--- config.mk ---
export PLATFORM = sky130hd
export DESIGN_NAME = sqrt_arbiter
export DESIGN_NICKNAME = d
export VERILOG_FILES = /design/src/rtl/sqrt_arb_pkg.sv /design/src/rtl/rr_arbiter.sv /design/src/rtl/sqrt_arbiter.sv
export SDC_FILE = /design/constraint.sdc
export NUM_CORES = 1
export LEC_CHECK = 0
export ABC_AREA = 1
export CAP_MARGIN = 5
export CORE_UTILIZATION = 25
export CTS_BUF_LIST = sky130_fd_sc_hd__clkbuf_8
export CTS_CLUSTER_DIAMETER = 120
export DETAILED_ROUTE_END_ITERATION = 8
export PLACE_DENSITY = 0.58
export REMOVE_ABC_BUFFERS = 1
export SYNTH_ARGS = -nofsm -noshare
export SYNTH_HDL_FRONTEND = slang
export SYNTH_SLANG_ARGS = --single-unit
--- constraint.sdc ---
create_clock -name clk -period 3.2 [get_ports clk]
set_input_delay 0.48 -clock clk [delete_from_list [all_inputs] [get_ports clk]]
set_output_delay 0.48 -clock clk [all_outputs]
set_load 0.02 [all_outputs]
--- src/rtl/sqrt_arb_pkg.sv ---
// Shared types and helpers for the Sqrt-sharing round-robin arbiter.
package sqrt_arb_pkg;

  typedef enum logic [1:0] {
    IDLE  = 2'd0,
    ISSUE = 2'd1,
    WAIT  = 2'd2,
    RESP  = 2'd3
  } state_t;

  // Requester id width; a 1-bit id is kept even for tiny requester counts.
  function automatic int id_width(input int n);
    return (n > 2) ? $clog2(n) : 1;
  endfunction

endpackage

--- src/rtl/rr_arbiter.sv ---
// Combinational round-robin arbiter: rotate requests so ptr is at bit 0,
// pick the lowest set bit, then rotate the winner index back.
module rr_arbiter
  import sqrt_arb_pkg::*;
#(
  parameter int N   = 4,
  parameter int IDW = id_width(N)
) (
  input  logic [N-1:0]   req,
  input  logic [IDW-1:0] ptr,
  output logic [N-1:0]   gnt,
  output logic [IDW-1:0] gnt_id,
  output logic           any
);

  logic [N-1:0] rot;
  int           first_i;
  int           sum_i;

  always_comb begin
    rot = '0;
    for (int i = 0; i < N; i++) begin
      rot[i] = req[(int'(ptr) + i) % N];
    end
  end

  always_comb begin
    first_i = 0;
    any     = 1'b0;
    for (int i = N - 1; i >= 0; i--) begin
      if (rot[i]) begin
        first_i = i;
        any     = 1'b1;
      end
    end
  end

  always_comb begin
    sum_i = int'(ptr) + first_i;
    if (sum_i >= N) sum_i = sum_i - N;
    gnt_id = IDW'(sum_i);
    gnt    = '0;
    if (any) gnt[sum_i] = 1'b1;
  end

endmodule

--- src/rtl/sqrt_arbiter.sv ---
// Shares one Sqrt unit among N_REQ requesters, one transaction in flight:
// grant -> issue radicand -> wait for root -> return root to the requester.
module sqrt_arbiter
  import sqrt_arb_pkg::*;
#(
  parameter int N_REQ     = 4,
  parameter int BIT_WIDTH = 8
) (
  input  logic                         clk,
  input  logic                         reset,
  input  logic [N_REQ*BIT_WIDTH-1:0]   req_msg,
  input  logic [N_REQ-1:0]             req_val,
  output logic [N_REQ-1:0]             req_rdy,
  output logic [BIT_WIDTH-1:0]         resp_msg,
  output logic [N_REQ-1:0]             resp_val,
  input  logic [N_REQ-1:0]             resp_rdy,
  output logic [BIT_WIDTH-1:0]         sqrt_recv_msg,
  output logic                         sqrt_recv_val,
  input  logic                         sqrt_recv_rdy,
  input  logic [BIT_WIDTH-1:0]         sqrt_send_msg,
  input  logic                         sqrt_send_val,
  output logic                         sqrt_send_rdy,
  output logic                         busy,
  output logic [id_width(N_REQ)-1:0]   grant_id
);

  localparam int IDW = id_width(N_REQ);

  state_t               state_q, state_d;
  logic [IDW-1:0]       ptr_q, ptr_d;
  logic [IDW-1:0]       id_q, id_d;
  logic [BIT_WIDTH-1:0] rad_q, rad_d;
  logic [BIT_WIDTH-1:0] res_q, res_d;

  logic [N_REQ-1:0]     gnt;
  logic [IDW-1:0]       gnt_id;
  logic                 gnt_any;

  rr_arbiter #(.N(N_REQ), .IDW(IDW)) u_rr (
    .req    (req_val),
    .ptr    (ptr_q),
    .gnt    (gnt),
    .gnt_id (gnt_id),
    .any    (gnt_any)
  );

  always_ff @(posedge clk or negedge reset) begin
    if (!reset) begin
      state_q <= IDLE;
      ptr_q   <= '0;
      id_q    <= '0;
      rad_q   <= '0;
      res_q   <= '0;
    end else begin
      state_q <= state_d;
      ptr_q   <= ptr_d;
      id_q    <= id_d;
      rad_q   <= rad_d;
      res_q   <= res_d;
    end
  end

  always_comb begin
    state_d = state_q;
    ptr_d   = ptr_q;
    id_d    = id_q;
    rad_d   = rad_q;
    res_d   = res_q;
    req_rdy = '0;
    case (state_q)
      IDLE: begin
        // The winner always has req_val high, so any grant is a fire.
        if (reset) req_rdy = gnt;
        if (gnt_any) begin
          id_d    = gnt_id;
          rad_d   = req_msg[int'(gnt_id)*BIT_WIDTH +: BIT_WIDTH];
          state_d = ISSUE;
        end
      end
      ISSUE: begin
        if (sqrt_recv_rdy) state_d = WAIT;
      end
      WAIT: begin
        if (sqrt_send_val) begin
          res_d   = sqrt_send_msg;
          state_d = RESP;
        end
      end
      RESP: begin
        if (resp_rdy[id_q]) begin
          ptr_d   = (id_q == IDW'(N_REQ - 1)) ? '0 : id_q + 1'b1;
          state_d = IDLE;
        end
      end
      default: state_d = IDLE;
    endcase
  end

  always_comb begin
    resp_val = '0;
    if (state_q == RESP) resp_val[id_q] = 1'b1;
  end

  assign resp_msg      = res_q;
  assign sqrt_recv_msg = rad_q;
  assign sqrt_recv_val = (state_q == ISSUE);
  assign sqrt_send_rdy = (state_q == WAIT);
  assign busy          = (state_q != IDLE);
  assign grant_id      = id_q;

endmodule
==> metrics.txt <==
WS Path Type=input pin to output port; drt drc=4; Num CTS Buffers=3; flops & latches, synth=22; Max Slew Vio Count=0; cell area after synthesis=1710 sq um; GR Overflow Total=0; fillcell total=657; Seq/Total Area, Yosys=32.3%; Pwr per Cell Area=1140 nW/um^2; CP endpoint kind=output port; IO Port Bufs=80; H-tree depth=1; outcome=finished, violations left; vias per cell=4.31; largest net degree at the start of global routing=23; Slew HR=71.9%; Setup crit start kind=input pin; die area=7160 sq um; worst slack, placed=-122 ps; static leakage=0.00130 uW; Hold Crit Class=flop to flop; initial drt markers=48; Critical Path RT=2720 ps; final HPWL from detailed placement=3520 um; Avg Cell Area, Syn=8.28 sq um; clock sink count=22; Worst-path clk slew=90 ps; IO Pins=81; clock buffer depth=2; drt wl/cell=12.0 um; Chip Width=84.6 um; Tmin final=2890 ps; VDD IR-drop max=0.352 mV; Non-Filler Instances=373; count of cell types in the netlist=28; final worst slack=315 ps; CTS root buffer=clkbuf_8; actual slew at the worst max-slew pin=421 ps; cell depth of the worst flop-to-flop path=13; FF/Latch Area=551 sq um; Mapped Cells=206; Multi-input gate area=1020 sq um; WL final=4470 um; Post-CTS Setup Bufs=0; Synth Warn #=0; fin crit share=90.2%; antenna violations before repair=0; vias in the first global route=1657; total power=3070 uW; CTS tree=built; Critical Path AT=2410 ps; Inserted Diodes=0; site row count=29; max-cap violations=0; area of the core=6460 sq um; Initial Util=26.4%; Area Overhead vs Synth=57.6%; GRT Util Overall=13.4%; DR pass1 iterations=8; clk_skew=8.36 ps; crit path max fanout=4; Die H=84.6 um; RD Place Congestion=0.750; RSZ-0062 raised after global routing=false; Clk Latency, worst-skew pair=260 ps; Routed Antenna Nets=0; maximum clock rate=347 MHz; Post-layout nets=358; first-pass GRT wire length=7740 um; share of cells above drive strength 1=19.6%; failing checks=DRC; vias=1607; Fin. Hold Viols=0; dpl cells=369; final setup vio count=0; hold path depth=2
## final timing paths
kind | start | end | slack [ps]
max | req_val[0] | req_rdy[3] | 310
max reg2reg | ptr_q[0] | sqrt_recv_msg[6] | 880
min reg2reg | sqrt_recv_msg[5] | sqrt_recv_msg[5] | 490
min | sqrt_recv_msg[5] | sqrt_recv_msg[5] | 490
max in group asynchronous | reset | sqrt_recv_msg[3] | 2270
min in group asynchronous | reset | state_q[0] | 690
## what timing repair did
item	4_1_cts	5_1_grt
hold buffers	0	0
resized for setup	4	8
hold endpoints to repair	0	0
setup endpoints to repair	4	4
## worst max-delay path, cell delays in order
cell	delay, ps
clkdlybuf4s50_1	470
inv_1	60
nand2_1	80
nand2_1	50
nand2_1	50
nand2_1	60
a31oi_1	130
nor2_1	60
ha_1	180
xor2_1	190
buf_4	160
nand2_4	50
nand2_4	70
inv_2	40
nor2_1	100
clkbuf_2	170
## sequential cells by signal, indices dropped and copies added, names as in the netlist
register	cells
resp_msg	8
sqrt_recv_msg	8
grant_id	2
ptr_q	2
state_q	2
## cell usage after synthesis, drive strengths merged
master / count / area share (%)
xor2: 1 / 0.51
nand3b: 1 / 0.44
dfrtp: 22 / 32
nor2b: 1 / 0.81
o22ai: 1 / 0.37
nand2: 81 / 21
mux2i: 16 / 9.4
mux2: 8 / 5.3
inv: 21 / 4.9
o21ai: 5 / 1.9
ha: 9 / 6.6
nand3: 23 / 9.2
a31oi: 1 / 0.37
buf: 5 / 2.9
nor2: 10 / 3.6
a21oi: 1 / 0.29
## layout make-up
type / count / area share, %
multi-input combinational: 158 / 38.1
timing repair buffer: 91 / 32.1
clock inverter: 1 / 1.12
tap: 77 / 3.58
clock buffer: 3 / 1.54
sequential: 22 / 20.5
inverter: 21 / 3.12
## placed cells by master, fill, tap and decap left out, types with 4 or more instances in the layout
master / n
dfrtp_1: 22
mux2_2: 8
nand3_2: 6
nand2_4: 4
nand3_1: 16
nand2_1: 66
nor2_1: 8
inv_1: 17
mux2i_1: 16
buf_4: 11
clkbuf_2: 4
ha_1: 9
clkdlybuf4s50_1: 76
nand2_2: 11
## through the flow
step | cell area, sq um | hold WS (ps) | utilization [%] | TNS, ps
detailed placement | 2640 | 464 | 40.8 | -343
CTS | 2700 | 491 | 41.9 | 0
global route | 2690 | 530 | 41.6 | 0
floorplan | 1660 | 184 | - | 0
global placement | 2640 | 465 | 40.8 | -122
finish | 2690 | 488 | 41.6 | 0
## per-layer routing
metal / GRT usage [%] / up-vias / share of wire (%)
li1: - / 838 / -
met1: 16.4 / 725 / 44
met2: 24.6 / 42 / 50
met3: 2.16 / 2 / 4.8
met4: 2.77 / 0 / 0.49
met5: 0 / - / 0
## power breakdown
| part | internal, uW | leakage [uW] | switching [uW] |
|---|---|---|---|
| Sequential | 425 | 0.000266 | 119 |
| Combinational | 1020 | 0.00100 | 1240 |
| Clock | 167 | 0.0000357 | 96.1 |
| Total | 1610 | 0.00130 | 1460 |
## logic make-up after synthesis
| logic type | synth area share, % |
|---|---|
| simple gates | 35.3 |
| xor+xnor | 0.513 |
| flops | 32.3 |
| compound gates | 2.93 |
| fa+ha+maj | 6.60 |
| mux | 14.7 |
| buf+inv | 7.77 |
No activity file was read; power rests on OpenSTA's default activity.
